**src/rtl/ram_p2_arb_pkg.sv**
```systemverilog
// Shared definitions for the ram_p2 two-requester arbiter.
// Holds requester ids and the 2-way round-robin pick function.
package ram_p2_arb_pkg;

    localparam logic RR_REQ0 = 1'b0;
    localparam logic RR_REQ1 = 1'b1;

    // With both requesting, the pointer names the winner.
    function automatic logic [1:0] rr_pick(
        input logic [1:0] req,
        input logic       ptr
    );
        logic [1:0] gnt;
        gnt = req;
        if (req == 2'b11) begin
            gnt = (ptr == RR_REQ1) ? 2'b10 : 2'b01;
        end
        return gnt;
    endfunction

endpackage

```
**src/rtl/ram_p2.sv**
```systemverilog
// Simple dual-port RAM: one write port, one registered read port.
// A same-address read during a write returns the old word.
module ram_p2 #(
    parameter int DATA_WIDTH = 8,
    parameter int ADDR_WIDTH = 6
) (
    input  logic                  clk,
    input  logic                  we,
    input  logic [ADDR_WIDTH-1:0] write_addr,
    input  logic [ADDR_WIDTH-1:0] read_addr,
    input  logic [DATA_WIDTH-1:0] data,
    output logic [DATA_WIDTH-1:0] q
);

    logic [DATA_WIDTH-1:0] mem [2**ADDR_WIDTH];

    always_ff @(posedge clk) begin
        if (we) begin
            mem[write_addr] <= data;
        end
        q <= mem[read_addr];
    end

endmodule

```
**src/rtl/ram_p2_arb_rr_arb2.sv**
```systemverilog
// Two-way round-robin arbiter with a 1-bit favoured-requester pointer.
// After any grant the pointer moves to the requester that lost.
module rr_arb2
    import ram_p2_arb_pkg::*;
(
    input  logic       clk,
    input  logic       rst_n,
    input  logic [1:0] req,
    output logic [1:0] gnt
);

    logic ptr;
    logic ptr_nxt;

    assign gnt = rr_pick(req, ptr);

    always_comb begin
        ptr_nxt = ptr;
        if (gnt[0]) begin
            ptr_nxt = RR_REQ1;
        end else if (gnt[1]) begin
            ptr_nxt = RR_REQ0;
        end
    end

    always_ff @(posedge clk or negedge rst_n) begin
        if (!rst_n) begin
            ptr <= RR_REQ0;
        end else begin
            ptr <= ptr_nxt;
        end
    end

endmodule

```
**src/rtl/ram_p2_arb.sv**
```systemverilog
// Arbiter/sequencer giving two clients shared access to one ram_p2.
// Write and read ports are granted independently, round-robin each.
module ram_p2_arb
    import ram_p2_arb_pkg::*;
#(
    parameter int DATA_WIDTH = 8,
    parameter int ADDR_WIDTH = 6,
    parameter int FWD        = 1
) (
    input  logic                  clk,
    input  logic                  rst_n,
    input  logic                  req0,
    input  logic                  req1,
    input  logic                  we0,
    input  logic                  we1,
    input  logic [ADDR_WIDTH-1:0] addr0,
    input  logic [ADDR_WIDTH-1:0] addr1,
    input  logic [DATA_WIDTH-1:0] wdata0,
    input  logic [DATA_WIDTH-1:0] wdata1,
    output logic                  gnt0,
    output logic                  gnt1,
    output logic                  rvalid0,
    output logic                  rvalid1,
    output logic [DATA_WIDTH-1:0] rdata
);

    logic [1:0]            wreq;
    logic [1:0]            rreq;
    logic [1:0]            wgnt;
    logic [1:0]            rgnt;
    logic                  wr_en;
    logic                  rd_en;
    logic [ADDR_WIDTH-1:0] waddr;
    logic [ADDR_WIDTH-1:0] raddr;
    logic [DATA_WIDTH-1:0] wdata;
    logic [DATA_WIDTH-1:0] q;
    logic                  byp_hit;
    logic                  rpend;
    logic                  rid;
    logic                  byp_sel;
    logic [DATA_WIDTH-1:0] byp_data;

    assign wreq = {req1 & we1, req0 & we0};
    assign rreq = {req1 & ~we1, req0 & ~we0};

    rr_arb2 u_warb (
        .clk   (clk),
        .rst_n (rst_n),
        .req   (wreq),
        .gnt   (wgnt)
    );

    rr_arb2 u_rarb (
        .clk   (clk),
        .rst_n (rst_n),
        .req   (rreq),
        .gnt   (rgnt)
    );

    assign gnt0  = wgnt[0] | rgnt[0];
    assign gnt1  = wgnt[1] | rgnt[1];
    assign wr_en = |wgnt;
    assign rd_en = |rgnt;
    assign waddr = wgnt[1] ? addr1 : addr0;
    assign wdata = wgnt[1] ? wdata1 : wdata0;
    assign raddr = rgnt[1] ? addr1 : addr0;

    // The RAM returns old data on a collision; forward the new word instead.
    assign byp_hit = (FWD != 0) && wr_en && rd_en && (waddr == raddr);

    ram_p2 #(
        .DATA_WIDTH (DATA_WIDTH),
        .ADDR_WIDTH (ADDR_WIDTH)
    ) u_ram (
        .clk        (clk),
        .we         (wr_en),
        .write_addr (waddr),
        .read_addr  (raddr),
        .data       (wdata),
        .q          (q)
    );

    always_ff @(posedge clk or negedge rst_n) begin
        if (!rst_n) begin
            rpend    <= 1'b0;
            rid      <= RR_REQ0;
            byp_sel  <= 1'b0;
            byp_data <= '0;
        end else begin
            rpend   <= rd_en;
            byp_sel <= byp_hit;
            if (rd_en) begin
                rid <= rgnt[1];
            end
            if (byp_hit) begin
                byp_data <= wdata;
            end
        end
    end

    assign rvalid0 = rpend & (rid == RR_REQ0);
    assign rvalid1 = rpend & (rid == RR_REQ1);
    assign rdata   = byp_sel ? byp_data : q;

endmodule
```
**config.mk**
```make
export PLATFORM = sky130hd
export DESIGN_NAME = ram_p2_arb
export DESIGN_NICKNAME = d
export VERILOG_FILES = /design/src/rtl/ram_p2_arb_pkg.sv /design/src/rtl/ram_p2.sv /design/src/rtl/ram_p2_arb_rr_arb2.sv /design/src/rtl/ram_p2_arb.sv
export SDC_FILE = /design/constraint.sdc
export NUM_CORES = 1
export LEC_CHECK = 0
export BUFFER_PORTS_ARGS = -buffer_cell sky130_fd_sc_hd__buf_4
export CAP_MARGIN = 25
export CORE_MARGIN = 5
export CORE_UTILIZATION = 58
export CTS_CLUSTER_DIAMETER = 50
export DETAILED_ROUTE_END_ITERATION = 7
export PLACE_DENSITY = 0.84
export SYNTH_ARGS = -nofsm -noshare
export SYNTH_HDL_FRONTEND = slang
export SYNTH_HIERARCHICAL = 1
export SYNTH_SLANG_ARGS = --single-unit
export TNS_END_PERCENT = 20
```
**constraint.sdc**
```tcl
create_clock -name clk -period 5.2 [get_ports clk]
set_clock_uncertainty 0.15 [all_clocks]
set_input_delay 1.04 -clock clk [delete_from_list [all_inputs] [get_ports clk]]
set_output_delay 1.04 -clock clk [all_outputs]
set_load 0.05 [all_outputs]
```
# Word level (Yosys, flattened, before mapping)
# Memory sizes are Yosys's and may differ from the RTL's. A register that Yosys moved wholly into a read port is not among the register bits.
# Cells that the tools add are included.
# Widths: inputs -> output; s select.
totals:
  word_cells: 41
  input_bits: 34
  reg_bits: 13
  n_memories: 1
  out_inout_bits: 12
  mem_bits_rw: 512
memory_table:
  columns: ["memory", "depth", "width", "rd", "rd_clocked_by_memory_dff", "wr", "line_no", "rtl"]
  rows:
  - ["u_ram.mem", 64, 8, 1, 1, 1, "ram_p2.sv:15", "logic [DATA_WIDTH-1:0] mem [2**ADDR_WIDTH];"]
op_classes:
  bitwise: 11
  n_eq_ne: 3
  muxes: 14
  reduce_logical: 6
ops:
  columns: ["op", "count"]
  rows:
  - ["$mux 8", 2]
  - ["$mux 6", 2]
  - ["$mux 2", 4]
  - ["$and 1x1->1", 6]
  - ["$eq 6x6->1", 1]
  - ["$mux 1", 6]
  - ["$eq 2x2->1 const B", 2]
  - ["$reduce_bool 2->1", 2]
  - ["$reduce_or 2->1", 2]
  - ["$not 1->1", 3]
  - ["$logic_and 1x1->1", 2]
  - ["$or 1x1->1", 2]

# Longest topological paths before layout
depth:
  ltp_word: 7
  ltp_mapped: 13
  mapped_depth_nobuf: 9

# Hierarchy
# Netlist, hierarchy kept.
by_module_without_submodules:
  columns: ["module", "cells_per_inst", "area_per_inst_um2", "n_inst", "seq_area_each_um2"]
  rows:
  - ["ram_p2", 940, 20166.8, 1, 15534.9]
  - ["ram_p2_arb", 82, 905.9, 1, 275.3]
  - ["rr_arb2", 7, 60.1, 2, 25.0]

# Least setup slack after synthesis
# No wires, ideal clock.
synth_path:
  path_type: "in2reg"
  start: "in req0"
  end: "mem u_ram.mem[7][0] (enable)"
  setup_time_ns: 0.370
  arrival_ns: 3.455
  stages: 9
  path_buffers: 4
  setup_slack_ns: 1.224
  required_ns: 4.680
  cell_sequence: "and2_1 a21boi_1 clkbuf_1 clkbuf_1 mux2_2 clkbuf_1 or3_1 clkbuf_1 nor2_1"
synth_between:
  word_cells_on_any_way: 7
  cone_classes: "1 x eq/ne; 4 x mux; 1 x bitwise; 1 x reduce/logical"
synth_lines:
  columns: ["element", "line_no", "rtl"]
  rows:
  - ["start: declaration", "ram_p2_arb.sv:12", "input logic req0,"]
  - ["$and 1x1->1", "ram_p2_arb.sv:43", "assign wreq = {req1 & we1, req0 & we0};"]
  - ["$eq 2x2->1", "ram_p2_arb_pkg.sv:15", "if (req == 2'b11) begin"]
  - ["$mux 2", "ram_p2_arb_pkg.sv:15", null]
  - ["via wgnt[1]", "ram_p2_arb.sv:29", "logic [1:0] wgnt;"]
  - ["$mux 6", "ram_p2_arb.sv:64", "assign waddr = wgnt[1] ? addr1 : addr0;"]
  - ["via waddr[4]", "ram_p2_arb.sv:33", "logic [ADDR_WIDTH-1:0] waddr;"]
  - ["end: declaration", "ram_p2.sv:15", null]
# The timed path passes the listed nets, and every way through them passes these cells.

# Final worst setup path
layout_path:
  start: "in req0"
  end: "mem u_ram.mem[62][4] (enable)"
layout_between:
  elab_chain_cells: 6
  word_cells_on_any_way: 7
  cone_classes: "1 x eq/ne; 4 x mux; 1 x bitwise; 1 x reduce/logical"
layout_rtl:
  columns: ["element", "line_no", "rtl"]
  rows:
  - ["$and 1x1->1", "ram_p2_arb.sv:43", null]
  - ["via wreq[0]", "ram_p2_arb.sv:27", "logic [1:0] wreq;"]
  - ["$eq 2x2->1", "ram_p2_arb_pkg.sv:15", null]
  - ["$mux 2", "ram_p2_arb_pkg.sv:15", null]
  - ["via wgnt[1]", "ram_p2_arb.sv:29", null]
  - ["$reduce_or 2->1", "ram_p2_arb.sv:62", "assign wr_en = |wgnt;"]
  - ["via wr_en", "ram_p2_arb.sv:31", "logic wr_en;"]
  - ["$mux 1", "ram_p2.sv:18", "if (we) begin"]
  - ["$mux 1 (implied by the code)", "ram_p2.sv:19", "mem[write_addr] <= data;"]
# The timed path passes the listed nets, and every way through them passes these cells.

==> impl.org <==
** Placement
- Post-detail-place hpwl :: 29.9 mm
- Placed instance area :: 22300 um2
- The congestion estimate from routability-driven global placement came to 0.873.
- Counting tap cells, the placed design contains a total of 1544 instances.
- Port bufs :: 45

** Worst setup path
- Gate family responsible for the most delay along the worst path :: simple AND/OR/NAND/NOR gates
- On the worst path, the slowest cell contributes a delay of 0.80 ns.
- The worst setup path is of the input pin to flip-flop kind.
- Critical path cell sequence :: buf_4, and2_1, a21boi_2, buf_4, or2_2, nor2b_1, nand3_1, nor2_1
- STA classifies the critical path endpoint as a flip-flop.
- The most numerous cell type found on the critical path is sky130_fd_sc_hd__buf_4.
- Among all stages on the critical path, the largest delay is contributed by sky130_fd_sc_hd__nor2_1.
- STA puts the critical path data required time at 5.25 ns.
- Data arrival time of the critical path :: 4.09 ns
- Launching element type of the critical path :: input pin
- In this run the worst path has a maximum fanout of 14.
- The critical path contains buffers and inverters numbering 2 combined.

** STA
- After layout, the worst path uses 77.8% of the clock period.
- Final TNS setup :: 0 ns
- Derived from the worst setup path, the maximum achievable clock frequency is 247 MHz.
- The count of pins over their slew limit came to 0.
- Headroom to the max-slew limit came out at 30.2%.
- The number of hold-slack violations in the final timing report was 0.
- Counting I/O delays and the setup requirement, the final critical path takes 4.05 ns.
- Setup repair after global routing left no endpoint under its margin.
- For the pin with the worst max-slew slack, the measured transition is 1.05 ns.
- Final setup viols :: 0

** Pwr
- Switching Share :: 23.0%
- Largest voltage drop on the vdd net :: 0.230 mV
- In this run the power spent charging and discharging nets is 0.00212 W.
- The internal portion of the total power is 0.00712 W.
- Share of power burned in the clock network :: 38.2%
- Sequential group share of total power :: 52.4%
- Combinational logic burns 9.4% of the power.
- Summed over all cells, the static leakage comes to 7.69 nW.
- Power spread over the standard cell area amounts to 386 nW/um2.

** Synth
- Count of different cell masters after synthesis :: 52
- Syn Area/Cell :: 20.5 um2
- Area of the mapped netlist :: 21200 um2
- Fraction of the yosys area taken by sequential cells :: 74.8%
- Async set or reset register ratio after synthesis :: 2.44%
- YS warnings :: 6
- Number of synthesized register bits :: 533
- Total nets after synthesis :: 1070
- Number of flops mapped to enable cells by yosys :: 512
- Main synth FF type :: sky130_fd_sc_hd__edfxtp_1
- The cell count after synthesis came out at 1036.

** Drt
- First-iteration detailed-routing DRC count :: 1578
- For this run, design rule violations remaining after detail routing come to 0.
- Overall routed net length :: 48.7 mm
- First-pass DRT Iterations :: 5
- The detail route stage leaves a number of antenna-violating nets equal to 0.
- Detailed-route wire length per cell :: 29.7 um
- Post-DR vias/cell :: 6.73
- The final route contains 11000 vias.

** Finish
- Of the cells placed in the final design, the portion with a size suffix greater than 1 is 30.1%.
- Layout filler cell count :: 2149
- With fillers left out, the area of the finished cells amounts to 23900 um2.
- For this run, the post-layout net count is 1165.
- Post-route insts no fill :: 1640
- Signed area change from the synthesized netlist to the final layout :: 12.9%
- Once layout is complete, the utilization of the core stands at 65.8%.

** Clock tree
- Buffers inserted during clock tree synthesis total 51.
- The later pin in the worst-skew pair is clocked with a latency of 0.58 ns.
- The H-tree generated during clock tree synthesis spans 2 levels.
- CTS Root Buffer Type :: sky130_fd_sc_hd__clkbuf_16
- Clock-pin slew was measured on the worst setup and hold paths at 0.06 ns.
- Gates resized during post-CTS repair numbered 0.
- Buffers added to address setup during post-CTS repair amount to 0.
- Longest Clk Path Bufs :: 3
- In this run, post-CTS hold repair placed 0 buffers.
- The tree built by TritonCTS fans out to 533 sinks.
- TritonCTS built the clock tree.

** Global routing
- Wire length of the first global-routing pass :: 73.3 mm
- The via count of the first global-routing pass is 11200.
- Initial antenna violation count :: 1
- Global-route usage over all layers :: 24.2%
- GR Overflow Total :: 0
- Pin count of the biggest net entering global routing :: 49

** Die
- Core area :: 36300 um2
- Die H :: 201 um
- The initial utilization of the core area, before any placement, comes to 58.3%.
- Horizontal die dimension :: 201 um
- The floorplan step defined a die boundary enclosing 40500 um2.
- Standard-cell row count :: 70
- 46 I/O pins were placed.

** Min path
- Path type of the worst min-delay path :: input pin to asynchronous set/reset pin

** Flow run
- Reported max-cap violation count :: 0

** Run status
- The run finished with clean final reports.
## sequential cells by signal, indices dropped and copies added (netlist names)
| name | cells |
|---|---|
| u_ram/mem | 512 |
| u_warb/ptr | 1 |
| rid | 1 |
| rpend | 1 |
| byp_data | 8 |
| u_rarb/ptr | 1 |
| u_ram/q | 8 |
| byp_sel | 1 |
## cells by family (layout without fill, tap and decap cells)
logic type	after synthesis	after routing	share of synthesized area [%]
mux	196	196	17.0
xor+xnor	4	4	0.165
other cells	0	1	0
buf+inv	62	197	1.73
simple gates	172	172	3.73
compound gates	69	69	2.56
flops	533	533	74.8
## Yosys cell counts (all sizes together) (4+ instances only)
master    n  area, um2
a221oi    6       52.6
a21boi    4       30.0
mux4    126       2840
o221ai    8       70.1
a211oi    5       50.1
mux2i    23        230
edfxtp  512      15400
clkbuf   20       75.1
and2      4       25.0
nand2    22       82.6
nand3    13       65.1
a21oi     6       30.0
nor3      7       35.0
dfxtp     8        160
dfrtp    13        325
inv       5       18.8
nor2     85        319
o21ai     6       30.0
o22ai     8       50.1
nor2b    18        113
or2       4       25.0
nand2b    8       50.1
buf      37        273
mux2     47        529
## worst register-to-register path, cell delays in order, from the launching register on
cell                       delay [ns]
sky130_fd_sc_hd__dfrtp_1         0.39
sky130_fd_sc_hd__inv_1           0.06
sky130_fd_sc_hd__a21boi_2        0.63
sky130_fd_sc_hd__buf_4           0.29
sky130_fd_sc_hd__or2_2           0.20
sky130_fd_sc_hd__nor2b_1         0.31
sky130_fd_sc_hd__nand3_1         0.55
sky130_fd_sc_hd__nor2_1          0.80
## power groups by stage
stage,logic (W),clock network [W],registers [W]
2_1_floorplan,0.000574,0,0.00491
3_3_place_gp,0.000815,0,0.00493
3_5_place_dp,0.000846,0,0.00493
4_1_cts,0.000859,0.00358,0.00484
5_1_grt,0.000912,0.00378,0.00484
6_report,0.000870,0.00353,0.00484
## per-stage QoR
step | worst slack (ns) | hold WS, ns | total power [W]
6_report | 1.15 | 0.138 | 0.00924
5_1_grt | 1.08 | 0.132 | 0.00953
3_3_place_gp | 0.704 | 0.324 | 0.00574
2_1_floorplan | 1.22 | 0.306 | 0.00549
3_5_place_dp | 0.695 | 0.340 | 0.00577
4_1_cts | 1.28 | 0.116 | 0.00927
## cells in the final DEF (no fill, tap or decap), types with 4 or more instances in the layout
cell                        Yosys  final
sky130_fd_sc_hd__edfxtp_1     512    512
sky130_fd_sc_hd__mux4_2       126    126
sky130_fd_sc_hd__buf_4         15     90
sky130_fd_sc_hd__nor2_1        85     85
sky130_fd_sc_hd__clkbuf_16      0     51
sky130_fd_sc_hd__mux2_2        47     44
sky130_fd_sc_hd__mux2i_1       23     23
sky130_fd_sc_hd__nand2_1       22     22
sky130_fd_sc_hd__nor2b_1       18     18
sky130_fd_sc_hd__dfrtp_1       13     13
sky130_fd_sc_hd__clkbuf_1      20     13
sky130_fd_sc_hd__nand3_1       13     13
sky130_fd_sc_hd__clkinv_1       0     10
sky130_fd_sc_hd__nand2b_1       8      8
sky130_fd_sc_hd__buf_12         2      8
sky130_fd_sc_hd__o221ai_1       8      8
sky130_fd_sc_hd__o22ai_1        8      8
sky130_fd_sc_hd__dfxtp_1        8      8
sky130_fd_sc_hd__clkinv_2       0      7
sky130_fd_sc_hd__nor3_1         7      7
sky130_fd_sc_hd__a21oi_1        6      6
sky130_fd_sc_hd__a221oi_1       6      6
sky130_fd_sc_hd__inv_1          5      5
sky130_fd_sc_hd__and2_1         4      4
sky130_fd_sc_hd__or2_2          4      4
sky130_fd_sc_hd__a211oi_1       4      4
## cell type report
type	count	area (um2)	area share, %
inverter	5	18.8	0.0785
timing repair buffer	99	863	3.61
antenna	1	2.50	0.0105
tap	468	586	2.45
clock inverter	29	262	1.09
multi-input combinational	441	5000	20.9
sequential	533	15900	66.3
clock buffer	64	1330	5.54
## metal layers
metal	up-vias	global-route usage (%)	wire (um)
li1	4457	-	-
met1	5601	33.6	17700
met2	825	38.7	23700
met3	153	5.12	5330
met4	0	9.22	2060
met5	-	0	0
## path summary, 6_finish.rpt
| check | startpoint | slack [ns] | end | depth (start not counted) |
|---|---|---|---|---|
| max in group asynchronous | rst_n | 4.59 | byp_data[5]$_DFFE_PN0P_ | 1 |
| worst max-delay path | req0 | 1.15 | u_ram/mem[62][4]$_DFFE_PP_ | 8 |
| min in group clk | rid$_DFFE_PN0N_ | 0.35 | rid$_DFFE_PN0N_ | 1 |
| worst min-delay path | rst_n | 0.14 | byp_data[3]$_DFFE_PN0P_ | 1 |
| worst min register to register | rid$_DFFE_PN0N_ | 0.35 | rid$_DFFE_PN0N_ | 1 |
| worst max register to register | u_warb/ptr$_DFFE_PN0P_ | 1.44 | u_ram/mem[62][4]$_DFFE_PP_ | 7 |
(Power assumes the default switching activity.)
